[src/rtl/mux_rr_lanes.sv]
// mux_rr_lanes -- N:1 lane-merging mux onto one registered output stream.
//
// Two selection modes, chosen at elaboration time:
//   SKIP_INVALID=0 : fixed time-slot rotation. Every enabled cycle serves the
//                    next slot, whether or not that lane is valid.
//   SKIP_INVALID=1 : round-robin over valid lanes only. Idle lanes use no slots.
// Each output word is tagged with its source lane and a frame-start marker
// (lane/slot 0) so that the receive-side demux can realign.
//
// Ports
//   clk_4f    in   fast clock; all state changes on its rising edge
//   reset_L   in   asynchronous active-low reset
//   enable    in   1 = rotate and sample; 0 = freeze the selector
//   data_in   in   LANES*DATA_W; lane k sits at [k*DATA_W +: DATA_W]
//   valid_in  in   per-lane valid
//   data_out  out  registered merged word
//   valid_out out  registered; data_out carries a live word
//   lane_out  out  registered; source lane of the current data_out
//   sof_out   out  registered; word came from slot/lane 0
module mux_rr_lanes #(
  parameter  int DATA_W       = 8,
  parameter  int LANES        = 4,
  parameter  int SKIP_INVALID = 0,
  parameter  int HOLD_ON_IDLE = 1,
  localparam int LW           = $clog2(LANES)
) (
  input  logic                    clk_4f,
  input  logic                    reset_L,
  input  logic                    enable,
  input  logic [LANES*DATA_W-1:0] data_in,
  input  logic [LANES-1:0]        valid_in,
  output logic [DATA_W-1:0]       data_out,
  output logic                    valid_out,
  output logic [LW-1:0]           lane_out,
  output logic                    sof_out
);

  // Packed view of the input bus: lane_data[k] == data_in[k*DATA_W +: DATA_W].
  logic [LANES-1:0][DATA_W-1:0] lane_data;
  assign lane_data = data_in;

  logic [LW-1:0]     sel_q, sel_d;
  logic [DATA_W-1:0] data_q, data_d;
  logic              valid_q, valid_d;
  logic [LW-1:0]     lane_q, lane_d;
  logic              sof_q, sof_d;

  logic [LW-1:0]     pick;
  logic              hit;
  logic [LW:0]       cand;

  // Explicit wrap so a non-power-of-2 LANES never reaches an illegal index.
  function automatic logic [LW-1:0] wrap_inc(input logic [LW-1:0] x);
    return (x == LW'(LANES-1)) ? '0 : x + 1'b1;
  endfunction

  // Lane selection. Time-slot mode always picks sel; round-robin mode scans
  // sel, sel+1, ... (mod LANES) and takes the first valid lane.
  always_comb begin
    pick = sel_q;
    hit  = 1'b0;
    cand = '0;
    if (SKIP_INVALID == 0) begin
      hit = valid_in[sel_q];
    end else begin
      for (int i = 0; i < LANES; i++) begin
        cand = {1'b0, sel_q} + (LW+1)'(i);
        if (cand >= (LW+1)'(LANES)) cand = cand - (LW+1)'(LANES);
        if (!hit && valid_in[cand[LW-1:0]]) begin
          hit  = 1'b1;
          pick = cand[LW-1:0];
        end
      end
    end
  end

  always_comb begin
    sel_d   = sel_q;
    data_d  = data_q;
    valid_d = 1'b0;
    lane_d  = lane_q;
    sof_d   = 1'b0;
    if (enable) begin
      valid_d = hit;
      if (hit)                    data_d = lane_data[pick];
      else if (HOLD_ON_IDLE == 0) data_d = '0;
      if (SKIP_INVALID == 0) begin
        // The slot advances and is tagged even when its lane is idle.
        lane_d = sel_q;
        sof_d  = (sel_q == '0);
        sel_d  = wrap_inc(sel_q);
      end else if (hit) begin
        // Restart the scan just past the lane served, which bounds the
        // wait of any continuously valid lane to LANES enabled cycles.
        lane_d = pick;
        sof_d  = (pick == '0);
        sel_d  = wrap_inc(pick);
      end
    end
  end

  always_ff @(posedge clk_4f or negedge reset_L) begin
    if (!reset_L) begin
      sel_q   <= '0;
      data_q  <= '0;
      valid_q <= 1'b0;
      lane_q  <= '0;
      sof_q   <= 1'b0;
    end else begin
      sel_q   <= sel_d;
      data_q  <= data_d;
      valid_q <= valid_d;
      lane_q  <= lane_d;
      sof_q   <= sof_d;
    end
  end

  assign data_out  = data_q;
  assign valid_out = valid_q;
  assign lane_out  = lane_q;
  assign sof_out   = sof_q;

endmodule

[config.mk]
export PLATFORM = sky130hd
export DESIGN_NAME = mux_rr_lanes
export DESIGN_NICKNAME = d
export VERILOG_FILES = /design/src/rtl/mux_rr_lanes.sv
export SDC_FILE = /design/constraint.sdc
export NUM_CORES = 1
export LEC_CHECK = 0
export BUFFER_PORTS_ARGS = -buffer_cell sky130_fd_sc_hd__buf_2
export CELL_PAD_IN_SITES_DETAIL_PLACEMENT = 0
export CELL_PAD_IN_SITES_GLOBAL_PLACEMENT = 1
export CORE_MARGIN = 10
export CORE_UTILIZATION = 30
export CTS_CLUSTER_DIAMETER = 80
export DETAILED_ROUTE_END_ITERATION = 7
export GPL_TIMING_DRIVEN = 0
export PLACE_DENSITY_LB_ADDON = 0.1
export REMOVE_ABC_BUFFERS = 1
export SETUP_SLACK_MARGIN = 0.3
export SLEW_MARGIN = 20
export SYNTH_ARGS = -nofsm -noshare
export SYNTH_HDL_FRONTEND = slang
export SYNTH_SLANG_ARGS = --single-unit
[constraint.sdc]
create_clock -name clk_4f -period 1.8 [get_ports clk_4f]
set_input_delay 0.18 -clock clk_4f [delete_from_list [all_inputs] [get_ports clk_4f]]
set_output_delay 0.18 -clock clk_4f [all_outputs]
set_load 0.02 [all_outputs]
==> results.md <==
- Area share of the largest cell type after synthesis: 45.1%
- Cells after Synth: 51
- Initial antenna violation count: 0
- Clk Tree Root Cell: clkbuf_4
- RSZ-0062 raised after global routing: yes
- Max cap viols: 0
- Worst Max-Slew Pin Slew: 0.301 ns
- CTS Buf Count: 3
- Fin Hold WS: 0.196 ns
- Fmax: 0.674 GHz
- Mapped Avg Cell Area: 15.2 µm²
- Initial DRC count: 18
- Most frequent cells in the layout: buf_2 (50), dfrtp_1 (12), mux4_2 (8), mux2_2 (8), buf_4 (5)
- WL met3: 196 µm
- Yosys Warn Count: 0
- Vias per cell: 4.60
- CTS Sinks: 14
- Final Hold Vio Count: 0
- First drt pass iteration count: 2
- Chip width: 70.9 µm
- Die H: 70.9 µm
- Final setup fails: 0
- Routed Antenna Nets: 0
- Vias in the first global route: 759
- Starting Density: 31.4%
- Finished Core Util: 47.0%
- Max Slew Vio Count: 0
- Ports: 51
- Commonest non-fill, non-tap cell in the layout: buf_2
- Drt total wl: 2.11 mm
- Worst-path fanout max: 6
- Routability Congestion: 0.672
- Multi-input logic area: 390 µm²
- FILL cells: 259
- Met2 routed WL: 1.06 mm
- Setup crit end kind: flip-flop
- Worst setup SP type: flip-flop
- Core box area: 2480 µm²
- Top cells by area, synth: dfrtp_1 (45%), mux4_2 (23%), mux2_2 (12%)
- Clock slew at reported path FFs: 0.08 ns
- Worst Path Arrival: 1.65 ns
- Slew margin rel.: 80.0%
- Antenna Cells: 0
- Top sig layer: met4
- Overflow after GRT: 0
- Via count: 644
- Met1 WL: 847 µm
- Clock Skews: 0.00370 ns
- Port bufs: 50
- Hpwl dp: 1.69 mm
- Die area: 5030 µm²
- Share of layout cells above drive strength 1: 73.6%
- # H-tree levels: 1
- Peak VDD IR: 0.661 mV
- Register area: 355 µm²
- Tmin final: 1.48 ns
- Num rows: 18
- Leak Pwr: 0.577 nW
- Clock buffer depth: 2
- Setup WS pre-CTS: -0.149 ns
- Worst setup margin: 0.315 ns
- Post-Syn Area: 777 µm²
- First-pass GRT wire length: 3.50 mm
- Power per cell area: 1510 nW/µm²
- Status: completed
- Largest net degree at the start of global routing: 15
- Clock Latency Late Sink: 0.27 ns
- WL/cell: 15.1 µm
- Number of synthesized register bits: 14
- Yosys cell types: 15
- WS Path Type: reg -> reg
- Area leader, netlist: dfrtp_1
- Final nets: 152
- Synthesis-to-layout area growth: 49.8%
- Worst Hold Class: in -> reg
- Data required, critical path: 1.96 ns
- CTS tree: done
- Period utilisation layout: 82.5%
- DRC viols: 0
- Global Route Usage Sum: 8.37%
- Seq/Total Area, Yosys: 45.1%
-- sequential cells by signal (all words and copies together), names as in the netlist --
name / cells
data_out: 8
lane_out: 2
pick: 2
sof_out: 1
valid_out: 1
-- Yosys cell counts (all sizes together) --
cell type / number
o21ai: 3
nand2b: 1
mux2: 9
nand3: 1
dfrtp: 14
buf: 3
ha: 2
mux2i: 2
o22ai: 1
and2: 1
mux4: 8
nand2: 2
inv: 4
-- power by group --
part / switching, mW / internal (mW)
Clock: 0.0949 / 0.123
Sequential: 0.0837 / 0.469
Combinational: 0.461 / 0.530
Total: 0.640 / 1.12
-- metrics by stage --
stage	TNS, ns	cells	power, mW	cell area [µm²]
floorplan	0	48	1.16	756
global placement	-0.879	128	1.42	1040
detailed placement	-1.14	128	1.44	1040
CTS	0	140	1.80	1160
global route	0	140	1.90	1160
finish	0	140	1.76	1160
-- kinds of logic (layout without fill, tap and decap cells) --
family	after synthesis	count (layout)	synth area share [%]
multiplexers	19	19	39.3
buffers and inverters	7	66	4.67
adder cells (fa/ha/maj)	2	2	3.22
AO/OA/AOI/OAI	4	4	4.51
AND/OR/NAND/NOR	5	5	3.22
flip-flops	14	14	45.1
-- area by class of cell --
cell class | count | area share [%]
well taps | 30 | 3.23
inverters | 4 | 1.29
clock buffers | 4 | 3.12
multi-input cells | 30 | 33.5
flip-flops and latches | 14 | 30.5
repair buffers | 58 | 28.3
-- worst max-delay path: stages, from the launching register on --
cell and delay (ns):
dfrtp_4 0.53, mux2i_1 0.17, o22ai_4 0.19, buf_4 0.16, mux2_2 0.32
-- path summary, 6_finish.rpt --
check                             from          end  slack (ns)  cells after the start
max                            pick[0]  data_out[1]        0.32                      4
min                             enable      pick[0]        0.20                      2
max reg2reg                    pick[0]  data_out[1]        0.32                      4
min reg2reg                data_out[0]  data_out[0]        0.50                      1
max in group asynchronous      reset_L      pick[0]        1.21                      2
min in group asynchronous      reset_L  data_out[0]        0.33                      2
-- layer usage --
layer | global-route usage, % | up-vias
met2 | 14.5 | 26
li1 | - | 309
met4 | 0.645 | 0
met5 | 0 | -
met3 | 4.46 | 2
met1 | 9.18 | 307
-- repair_timing --
item	in CTS	in global routing
hold buffers	1	0
hold endpoints to repair	14	0
pin swaps	1	0
setup endpoints to repair	11	8
resized for setup	4	0
buffers inserted	7	0
No activity file was read; power rests on OpenSTA's default activity.
